`config.mk`:
```
export PLATFORM = sky130hd
export DESIGN_NAME = vga_sig_gen_param
export DESIGN_NICKNAME = d
export VERILOG_FILES = /design/src/rtl/vga_sig_gen_param.sv
export SDC_FILE = /design/constraint.sdc
export NUM_CORES = 1
export LEC_CHECK = 0
export BUFFER_PORTS_ARGS = -buffer_cell sky130_fd_sc_hd__buf_2
export CELL_PAD_IN_SITES_DETAIL_PLACEMENT = 2
export CELL_PAD_IN_SITES_GLOBAL_PLACEMENT = 2
export CORE_UTILIZATION = 31
export DETAILED_ROUTE_END_ITERATION = 7
export PLACE_DENSITY_LB_ADDON = 0.1
export SYNTH_ARGS = -nofsm -noshare
export SYNTH_HDL_FRONTEND = slang
export SYNTH_SLANG_ARGS = --single-unit
```
`constraint.sdc`:
```
create_clock -name CLK -period 2.5 [get_ports CLK]
set_clock_uncertainty 0.05 [all_clocks]
set_input_delay 0.375 -clock CLK [delete_from_list [all_inputs] [get_ports CLK]]
set_output_delay 0.375 -clock CLK [all_outputs]
set_load 0.02 [all_outputs]
```
`src/rtl/vga_sig_gen_param.sv`:
```
// Parametrised VGA timing generator: pixel divider, raster counters, look-ahead
// frame-buffer addressing with pixel replication and a frame-latched palette.
module vga_sig_gen_param #(
  parameter int unsigned CLK_DIV     = 4,
  parameter int unsigned H_DISP      = 640,
  parameter int unsigned H_FP        = 16,
  parameter int unsigned H_PW        = 96,
  parameter int unsigned H_BP        = 48,
  parameter int unsigned V_DISP      = 480,
  parameter int unsigned V_FP        = 10,
  parameter int unsigned V_PW        = 2,
  parameter int unsigned V_BP        = 29,
  parameter bit          HS_POL      = 1'b0,
  parameter bit          VS_POL      = 1'b0,
  parameter int unsigned SCALE_SHIFT = 2,
  parameter int unsigned PIX_BITS    = 1,
  parameter int unsigned COLOUR_W    = 8,
  localparam int unsigned N_COL      = 1 << PIX_BITS,
  localparam int unsigned XW         = $clog2(H_DISP >> SCALE_SHIFT),
  localparam int unsigned YW         = $clog2(V_DISP >> SCALE_SHIFT),
  localparam int unsigned ADDR_W     = XW + YW
) (
  input  logic                      CLK,
  input  logic                      RESET,
  input  logic [N_COL*COLOUR_W-1:0] CONFIG_COLOURS,
  input  logic [PIX_BITS-1:0]       VGA_DATA,
  output logic                      PIX_EN,
  output logic [ADDR_W-1:0]         VGA_ADDR,
  output logic                      VGA_HS,
  output logic                      VGA_VS,
  output logic                      VGA_BLANK,
  output logic                      FRAME_START,
  output logic [COLOUR_W-1:0]       VGA_COLOUR
);

  localparam int unsigned H_TOT = H_DISP + H_FP + H_PW + H_BP;
  localparam int unsigned V_TOT = V_DISP + V_FP + V_PW + V_BP;
  localparam int unsigned HW    = $clog2(H_TOT);
  localparam int unsigned VW    = $clog2(V_TOT);
  localparam int unsigned CW    = (CLK_DIV > 1) ? $clog2(CLK_DIV) : 1;

  localparam logic [CW-1:0] CNT_LAST = CW'(CLK_DIV - 1);
  localparam logic [HW-1:0] H_LAST   = HW'(H_TOT - 1);
  localparam logic [VW-1:0] V_LAST   = VW'(V_TOT - 1);
  // One spare bit so sync end can equal the total without wrapping.
  localparam logic [HW:0]   H_VIS    = (HW+1)'(H_DISP);
  localparam logic [HW:0]   HS_BEG   = (HW+1)'(H_DISP + H_FP);
  localparam logic [HW:0]   HS_END   = (HW+1)'(H_DISP + H_FP + H_PW);
  localparam logic [VW:0]   V_VIS    = (VW+1)'(V_DISP);
  localparam logic [VW:0]   VS_BEG   = (VW+1)'(V_DISP + V_FP);
  localparam logic [VW:0]   VS_END   = (VW+1)'(V_DISP + V_FP + V_PW);

  logic [CW-1:0]             cnt;
  logic [CW-1:0]             cnt_nxt;
  logic                      tick;
  logic [HW-1:0]             h;
  logic [VW-1:0]             v;
  logic                      vis;
  logic                      hs_act;
  logic                      vs_act;
  logic [N_COL*COLOUR_W-1:0] pal_q;
  logic [COLOUR_W-1:0]       pal [N_COL];
  logic                      s1_blank;
  logic                      s1_hs;
  logic                      s1_vs;
  logic                      s1_first;

  // Pixel-rate divider; tick marks the last system clock of a pixel period.
  always_comb begin
    tick    = (cnt == CNT_LAST);
    cnt_nxt = tick ? '0 : cnt + 1'b1;
  end

  always_ff @(posedge CLK) begin
    if (RESET) begin
      cnt    <= '0;
      PIX_EN <= 1'b0;
      h      <= '0;
      v      <= '0;
    end else begin
      cnt    <= cnt_nxt;
      PIX_EN <= (cnt_nxt == CNT_LAST);
      if (tick) begin
        if (h == H_LAST) begin
          h <= '0;
          v <= (v == V_LAST) ? '0 : v + 1'b1;
        end else begin
          h <= h + 1'b1;
        end
      end
    end
  end

  // Palette shadow only changes at the frame wrap so a frame never tears.
  always_ff @(posedge CLK) begin
    if (RESET || (tick && (h == H_LAST) && (v == V_LAST))) begin
      pal_q <= CONFIG_COLOURS;
    end
  end

  for (genvar g = 0; g < N_COL; g++) begin : g_pal
    assign pal[g] = pal_q[(N_COL-1-g)*COLOUR_W +: COLOUR_W];
  end

  always_comb begin
    vis    = ({1'b0, h} < H_VIS) && ({1'b0, v} < V_VIS);
    hs_act = ({1'b0, h} >= HS_BEG) && ({1'b0, h} < HS_END);
    vs_act = ({1'b0, v} >= VS_BEG) && ({1'b0, v} < VS_END);
  end

  // Stage 1: address issued one clock ahead of the frame-buffer data.
  always_ff @(posedge CLK) begin
    if (RESET) begin
      VGA_ADDR <= '0;
      s1_blank <= 1'b1;
      s1_hs    <= ~HS_POL;
      s1_vs    <= ~VS_POL;
      s1_first <= 1'b0;
    end else begin
      VGA_ADDR <= vis ? {YW'(v >> SCALE_SHIFT), XW'(h >> SCALE_SHIFT)} : '0;
      s1_blank <= ~vis;
      s1_hs    <= hs_act ? HS_POL : ~HS_POL;
      s1_vs    <= vs_act ? VS_POL : ~VS_POL;
      s1_first <= (h == '0) && (v == '0) && (cnt == '0);
    end
  end

  // Stage 2: sync/blank aligned with the frame-buffer read data.
  always_ff @(posedge CLK) begin
    if (RESET) begin
      VGA_HS      <= ~HS_POL;
      VGA_VS      <= ~VS_POL;
      VGA_BLANK   <= 1'b1;
      FRAME_START <= 1'b0;
    end else begin
      VGA_HS      <= s1_hs;
      VGA_VS      <= s1_vs;
      VGA_BLANK   <= s1_blank;
      FRAME_START <= s1_first;
    end
  end

  // VGA_DATA arrives registered by the frame buffer, in step with stage 2.
  assign VGA_COLOUR = VGA_BLANK ? '0 : pal[VGA_DATA];

endmodule

```
Word-level counts from Yosys, hierarchy flattened. Cells that the tools add are included.

Add/sub/neg operators: 3. Order comparisons: 7. Equal/unequal tests: 4. Multiplexer cells: 9. Bitwise gates (word level): 2. Reduce and logical (&&, ||, !) cells: 13.

Operator list (count): $mux W8 (4); $add A10 B1 Y10 const B (2); $eq A10 B10 Y1 const B (2); $logic_not A10 Y1 (2); $lt A10 B10 Y1 const B (2); $lt A10 B9 Y1 const B (2); $mux W10 (2); $ge A10 B10 Y1 const B (1); $ge A10 B9 Y1 const B (1); $logic_and A1 B1 Y1 (7); $eq A2 B2 Y1 const B (2); $add A2 B1 Y2 const B (1); $ge A2 B2 Y1 const B (1); $logic_not A2 Y1 (1); $mux W1 (2); $mux W2 (1); $not A1 Y2 (1); $reduce_and A2 Y1 (1); $reduce_or A2 Y1 (1); $logic_or A1 B1 Y1 (1); $not A1 Y1 (1).

Flip-flop bits (word level): 62. Input port bits: 19. Output and inout port bits: 28. Word-level logic and storage cells: 52.

Longest topological paths before layout. Gate-level depths: netlist (run 1).

Depth after elaboration: 5. Gate-level depth with buffers: 8. Depth with buffers taken out: 6.

Least setup slack after synthesis (run 1). No wires, ideal clock.

Path type: register to register. From: register cnt[0]. To: register pal_q[0] (netlist: pal[0]) (enable). Setup time: 0.402 ns. Data arrival time: 2.082 ns. Required time: 2.048 ns. Path slack: -0.034 ns. Stages on the path, launching flop included: 7. Buffers on the path: 2. Clock period less this slack: 2.534 ns. Path through: dfxtp_1 ha_1 buf_2 and3_1 nand4_1 buf_2 o21ai_1.

Longest elaborated chain between the ends: 4.

Ends and longest elaborated chain: start, declared (line 53) `logic [CW-1:0] cnt;`; start signal, assigned (line 81) `cnt <= cnt_nxt;`; $eq A2 B2 Y1 (line 70) `tick = (cnt == CNT_LAST);`; $logic_and A1 B1 Y1 (2 in a row) (line 96) `if (RESET || (tick && (h == H_LAST) && (v == V_LAST))) begin`; $logic_or A1 B1 Y1 (line 96); end signal, assigned (line 97) `pal_q <= CONFIG_COLOURS;`; end, declared (line 61) `logic [N_COL*COLOUR_W-1:0] pal_q;`.

Every way passes these cells. A chain may end at the register's enable or synchronous reset.

Worst setup path after layout (run 1).
From: register cnt[1]. To: register pal_q[2] (netlist: pal[2]) (enable).

Same word-level chain as after synthesis.

==> results of run 1 <==
final cells by class:
cell class	instances	share of cell area
clock buffer	9	0.04256
clock inverter	7	0.01634
inverter	12	0.01548
multi-input combinational	144	0.3147
sequential	62	0.4815
tap	99	0.04256
timing repair buffer	49	0.08684
registers in the layout (all words and copies together) (netlist names):
register     count
VGA_HS           1
PIX_EN           1
v               10
VGA_ADDR        15
cnt              2
FRAME_START      1
pal             16
VGA_VS           1
h               10
s1_hs            1
VGA_BLANK        1
s1_blank         1
s1_first         1
s1_vs            1
power by group:
| group | internal [W] | switching (W) | total (W) |
|---|---|---|---|
| registers | 0.00106 | 0.0000196 | 0.00108 |
| clock network | 0.000359 | 0.000408 | 0.000767 |
| logic | 0.0000457 | 0.0000699 | 0.000116 |
cells by family after synthesis:
logic type	after synthesis
AND/OR/NAND/NOR	98
flip-flops	62
buffers and inverters	22
AO/OA/AOI/OAI	21
XOR/XNOR	10
multiplexers	8
adder cells (fa/ha/maj)	7
cell usage in the layout, fill, tap and decap left out, types with 2 or more instances in the layout:
cell and count:
buf_4 3, o21ai_0 5, inv_1 12, nand4_1 9
o211ai_1 2, clkinvlp_4 3, nor2_1 26, or4_1 6
nor3_1 4, nor4_1 3, xnor2_1 6, clkinv_2 2
clkbuf_8 9, o31ai_1 4, ha_1 7, mux2i_1 8
buf_2 46, edfxtp_1 16, nand2_1 11, a21oi_1 7
and3_1 2, nand3_1 9, or2_2 3, xor2_1 4
and2_1 15, or3_1 3, nor2b_1 5, dfxtp_1 46
worst max-delay path by stage:
| stage | from | to | slack (ns) | cells after the start |
|---|---|---|---|---|
| 2_1_floorplan | cnt[0] | pal[0] | 0.36 | 6 |
| 3_3_place_gp | cnt[1] | pal[13] | 0.46 | 6 |
| 3_5_place_dp | cnt[1] | pal[7] | 0.39 | 6 |
| 4_1_cts | cnt[1] | pal[7] | 0.36 | 6 |
| 5_1_grt | cnt[1] | pal[12] | 0.21 | 6 |
| 6_report | cnt[1] | pal[2] | 0.38 | 6 |
routing by layer:
metal	up-vias	wire length, µm	global-route usage
met4	0	74	0.07258
met5	-	0	0
met1	863	2937	0.2085
met2	36	2668	0.2462
li1	889	-	-
met3	5	233	0.03553
Yosys cell counts:
cell / number / area [µm²]
clkbuf_1: 6 / 22.52
buf_1: 1 / 3.750
mux2i_1: 8 / 80.08
nand2_1: 11 / 41.29
nor3_1: 4 / 20.02
o31ai_1: 4 / 30.03
inv_1: 12 / 45.04
buf_6: 1 / 11.26
nor4b_4: 1 / 23.77
or4_1: 6 / 45.04
nand2b_1: 1 / 6.260
nor2_1: 26 / 97.59
o41ai_1: 1 / 8.760
edfxtp_1: 16 / 480.5
ha_1: 7 / 87.58
nand4_1: 9 / 56.30
or2_2: 3 / 18.77
or3_1: 3 / 18.77
o21ai_0: 5 / 25.02
a21oi_1: 7 / 35.03
o21ai_1: 1 / 5.000
nand3_1: 9 / 45.04
a41oi_1: 1 / 8.760
xor2_1: 4 / 35.03
buf_2: 2 / 10.01
xnor2_1: 6 / 52.55
nor2b_1: 5 / 31.28
o211ai_1: 2 / 15.01
nor4_1: 3 / 18.77
and2_1: 15 / 93.84
and3_1: 2 / 12.51
dfxtp_1: 46 / 920.9
per-stage QoR:
stage / utilization / instance area (µm²) / power [W]
after floorplan: - / 2410 / 0.001167
after CTS: 0.3949 / 2910 / 0.001993
after global routing: 0.3949 / 2910 / 0.002054
final: 0.3949 / 2910 / 0.001963
after detailed placement: 0.3716 / 2739 / 0.001222
after global placement: 0.3716 / 2739 / 0.001216
==> impl_metrics.json, run 1 <==
{
  "avgRoutedWirePerCell_um": 15.48,
  "hold_end": "pal[6]",
  "synth_compound_area_frac": 0.05304,
  "synth_area_um2": 2406,
  "dr.first_iter.drc_count": 75,
  "drv_slew": 0,
  "slowest_stage": "dfxtp_1",
  "yosysWarnings": 0,
  "syn_nets": 254,
  "synth-seq-cells": 62,
  "clock_sinks": 62,
  "antenna_cells": 0,
  "grt_max_degree": 24,
  "grtUsageTotal": 0.1582,
  "route.detailed.drc": 0,
  "cap_violations": 0,
  "period_share": 0.8479,
  "power_leakage_nw": 1.170,
  "worst_pin_slew_ns": 0.4637,
  "worst_ep_required_time_ns": 2.45,
  "area_growth_pct": 20.96,
  "fin_hold_ws_ns": 0.1728,
  "synth_mux_area_frac": 0.03328,
  "post_cts_resized": 0,
  "antenna_found_initial": 0,
  "slowest_delay_ns": 0.36,
  "r2r_end": "pal[2]",
  "power_density_nw_per_um2": 674.7,
  "endpoint_kind": "flop",
  "seq_area_um2": 1401,
  "vias": 1793,
  "synth_xor_area_frac": 0.03640,
  "post_cts_buffers": 0,
  "crit_type": "reg2reg",
  "core_um2": 7370,
  "final_nets": 304,
  "dp.cells": 366,
  "max-vdd-ir-drop_mv": 0.2382,
  "nFillCells": 833,
  "r2r_start": "cnt[1]",
  "cts_buffers": 9,
  "grt_overflow": 0,
  "root_buffer": "clkbuf_8",
  "globalplace.congestion": 0.7150,
  "wirelength_um": 5913,
  "crit_top_cell": "buf_4",
  "layout_setup_ws_ns": 0.3803,
  "clk_latency_ns": 0.33,
  "path_delay_family": "buffers and inverters",
  "hold-path-cell-count": 1,
  "rows": 31,
  "rr_worst_depth": 6,
  "finalHoldViolCount": 0,
  "die_area_um2": 8118,
  "crit_chain": "ha_1, and3_1, nand4_1, buf_4, o21ai_2, buf_4",
  "yosys.area_share.adder": 0.03640,
  "layout-drive-gt1-share": 0.2473,
  "setup_viol": 0,
  "start_util": 0.3265,
  "cp_num_buf_inv": 2,
  "cp-start-kind": "flop",
  "dieWidth_um": 90.10,
  "pre_cts_ws_ns": 0.3896,
  "hp-class": "in2reg",
  "ys_types": 32,
  "ys_seq_area_frac": 0.5824,
  "tritoncts": "done",
  "clock_path_buffers": 2,
  "crit_path_max_fanout": 23,
  "die_h_um": 90.10,
  "postCtsHoldBufs": 0,
  "path_clk_slew_ns": 0.08,
  "cp.arrival_ns": 2.07,
  "h-tree-depth": 3,
  "regToRegSetupSlack_ns": 0.38,
  "grt_pass1_vias": 1902,
  "grt_setup_unrepaired": "no",
  "synth_top_family_by_area": "simple AND/OR/NAND/NOR gates",
  "grt_pass1_wl_um": 9894,
  "syn_inst": 228,
  "postSynthAreaPerCell_um2": 10.55,
  "ant_nets": 0,
  "maxSlewHeadroom": 0.6880,
  "setup_tns_ns": 0,
  "dr.pass1.iters": 4,
  "io_buffers": 46,
  "period_minus_slack_ns": 2.120,
  "min-delay-start": "CONFIG_COLOURS[6]",
  "ios": 47,
  "status": "completed",
  "stdcell_count": 382,
  "synth-simple-area-share": 0.2200,
  "multi_input_area_um2": 915.9,
  "vias_per_cell": 4.694,
  "dp.final_hpwl_um": 4348,
  "max_clock_freq_mhz": 471.8
}
Note: power is estimated with default switching activity, not from simulation.
==> run 2: changes to the inputs <==
- ABC_AREA: default -> 1
- CORE_UTILIZATION: 31 -> 32
- clock period: 2.5 -> 2.16 ns (I/O delays scaled with it)
==> run 2 against run 1 <==
Against the previous run:
- synthesized cell count rose by 32%
- flip-flop and latch count did not move
- utilization rose by 0.68 points
- highest routed layer unchanged
- combinational power rose by 4%
- cell area rose by 7.2%
- wire length rose by 20%
- non-clock buffer count fell by 1
- register-to-register slack got worse by 0.09 ns
- die area rose by 4.3%
- total power rose by 22%
- global-route usage rose by 2.7 points
- via count rose by 19%
- critical endpoint is now pal[11]
- largest power group unchanged
==> impl_metrics.json, run 2 <==
{
  "status": "completed",
  "clock_path_buffers": 2,
  "nFillCells": 916,
  "dp.final_hpwl_um": 5369,
  "ys_types": 32,
  "grt_overflow": 0,
  "hold-path-cell-count": 1,
  "cp-start-kind": "flop",
  "multi_input_area_um2": 999.7,
  "maxSlewHeadroom": 0.7170,
  "power.total_w": 0.002398,
  "postCtsHoldBufs": 0,
  "synth_top_area_frac": 0.3550,
  "h-tree-depth": 3,
  "syn_inst": 301,
  "r2r_start": "h[0]",
  "start_util": 0.3339,
  "power_density_nw_per_um2": 768.6,
  "ys_seq_area_frac": 0.5403,
  "io_buffers": 46,
  "finalHoldViolCount": 0,
  "hp-class": "in2reg",
  "wl_met2_um": 3576,
  "async_flop_share": 0,
  "syn_nets": 327,
  "period_share": 0.8645,
  "clock_sinks": 62,
  "synth_ff_type": "dfxtp_1",
  "rr_worst_depth": 7,
  "slowest_stage": "dfxtp_1",
  "cts_buffers": 9,
  "endpoint_kind": "flop",
  "vias": 2141,
  "top_layer": "met4",
  "hold_end": "pal[4]",
  "setup_tns_ns": 0,
  "clk_latency_ns": 0.35,
  "path_delay_family": "simple AND/OR/NAND/NOR gates",
  "path_clk_slew_ns": 0.07,
  "largest_register_ff_count": 16,
  "die_area_um2": 8470,
  "crit_chain": "ha_1, inv_1, nor2_2, nand4_2, nand2_4, nand2_2, inv_2",
  "die_h_um": 92.03,
  "worst_pin_slew_ns": 0.4240,
  "wl_met3_um": 251,
  "synth_top_cell_by_area": "dfxtp_1",
  "cp_num_buf_inv": 2,
  "ios": 47,
  "grt_pass1_wl_um": 11740,
  "grt_max_degree": 18,
  "area_growth_pct": 20.31,
  "globalplace.congestion": 0.7916,
  "finalCoreUtilization": 0.4017,
  "vias_per_cell": 4.664,
  "grt_setup_unrepaired": "no",
  "synth_area_um2": 2594,
  "wirelength_um": 7080,
  "crit_path_max_fanout": 17,
  "worst_ep_required_time_ns": 2.12,
  "seq_area_um2": 1401,
  "synth_common_cells": "69 x nand2_1, 46 x dfxtp_1, 41 x nor2_1, 34 x inv_1",
  "grtUsageTotal": 0.1852,
  "final_nets": 378,
  "regToRegSetupSlack_ns": 0.29,
  "grt_pass1_vias": 2291,
  "antenna_cells": 0,
  "synth-seq-cells": 62,
  "final_cell_mix": "69 x nand2_1, 46 x dfxtp_1, 46 x buf_2",
  "cp.arrival_ns": 1.83,
  "dr.pass1.iters": 4,
  "route.detailed.drc": 0,
  "root_buffer": "clkbuf_8",
  "slowest_delay_ns": 0.38,
  "max_clock_freq_mhz": 535.5,
  "drv_slew": 0,
  "max-vdd-ir-drop_mv": 0.2592,
  "antenna_found_initial": 0,
  "r2r_end": "pal[11]",
  "post_cts_buffers": 0,
  "dieWidth_um": 92.03,
  "synth_most_common_cell": "nand2_1",
  "dr.first_iter.drc_count": 41,
  "rows": 32,
  "synthTopCellsByArea": "dfxtp_1 36%, edfxtp_1 19%, nand2_1 10%",
  "ant_nets": 0,
  "power_leakage_nw": 1.310,
  "min-delay-start": "CONFIG_COLOURS[4]",
  "tritoncts": "done",
  "core_um2": 7767,
  "setup_viol": 0,
  "synth_edf_count": 16,
  "wl_met1_um": 3132,
  "period_minus_slack_ns": 1.867,
  "layout-drive-gt1-share": 0.2521,
  "avgRoutedWirePerCell_um": 15.42,
  "postSynthAreaPerCell_um2": 8.617,
  "post_cts_resized": 0,
  "crit_type": "reg2reg",
  "cap_violations": 0,
  "yosysWarnings": 0,
  "final_common_cell": "nand2_1"
}
## run 2: cell types whose count changed after synthesis, sizes merged, moves of 4 or more
cell    before  now
nand2       11   74
inv         12   38
nor2        26   52
and2        15    0
a21oi        7   16
mux2i        8    0
or4          6    0
nor2b        5    0
xnor2        6    1
clkbuf       6    2
nand3        9   13
o31ai        4    0
## run 2: layout make-up
class,count,share of cell area
clock buffer,13,0.05092
timing repair buffer,48,0.07859
tap,102,0.04090
multi-input combinational,193,0.3204
inverter,38,0.04651
clock inverter,3,0.01363
sequential,62,0.4491
## run 2: report_power, final
part	switching, W	internal (W)
combinational	0.0000796	0.0000412
clock	0.000451	0.000595
sequential	0.0000129	0.00122
total	0.000544	0.00185
## run 2: cell families after synthesis
| group | share of synthesized area |
|---|---|
| adders and majority gates | 0.03377 |
| buffers and inverters | 0.07429 |
| DFF | 0.5403 |
| xor gates and xnor gates | 0.02026 |
| and+or+nand+nor | 0.2904 |
| AOI/OAI and AO/OA | 0.04100 |
## run 2: how the worst max path moves through the flow
stage,start,to,slack [ns],cells after the start
after CTS,h[0],pal[5],0.27,7
after global placement,h[0],pal[2],0.39,7
after detailed placement,h[0],pal[10],0.29,7
final,h[0],pal[11],0.29,7
after floorplan,h[0],pal[0],0.54,7
after global routing,h[0],pal[6],0.16,7
## run 2: metal layers
metal | up-vias | global-route usage
met5 | - | 0
met2 | 35 | 0.3184
met4 | 0 | 0.06641
li1 | 1048 | -
met1 | 1049 | 0.2249
met3 | 9 | 0.04395
## run 2: worst reg2reg max path, cell delays in order (launching register included)
cell and delay [ns]:
dfxtp_1 0.38, ha_1 0.22, inv_1 0.06, nor2_2 0.16
nand4_2 0.17, nand2_4 0.16, nand2_2 0.07, inv_2 0.27
## run 2: through the flow
| step | setup WS, ns | instance area [µm²] | std cells | hold slack (ns) |
|---|---|---|---|---|
| floorplan | 0.5380 | 2594 | 301 | 0.3383 |
| detailed placement | 0.2912 | 2919 | 443 | 0.3513 |
| global placement | 0.3922 | 2919 | 443 | 0.3422 |
| global route | 0.1584 | 3120 | 459 | 0.09037 |
| finish | 0.2927 | 3120 | 459 | 0.1016 |
| CTS | 0.2744 | 3120 | 459 | 0.09765 |
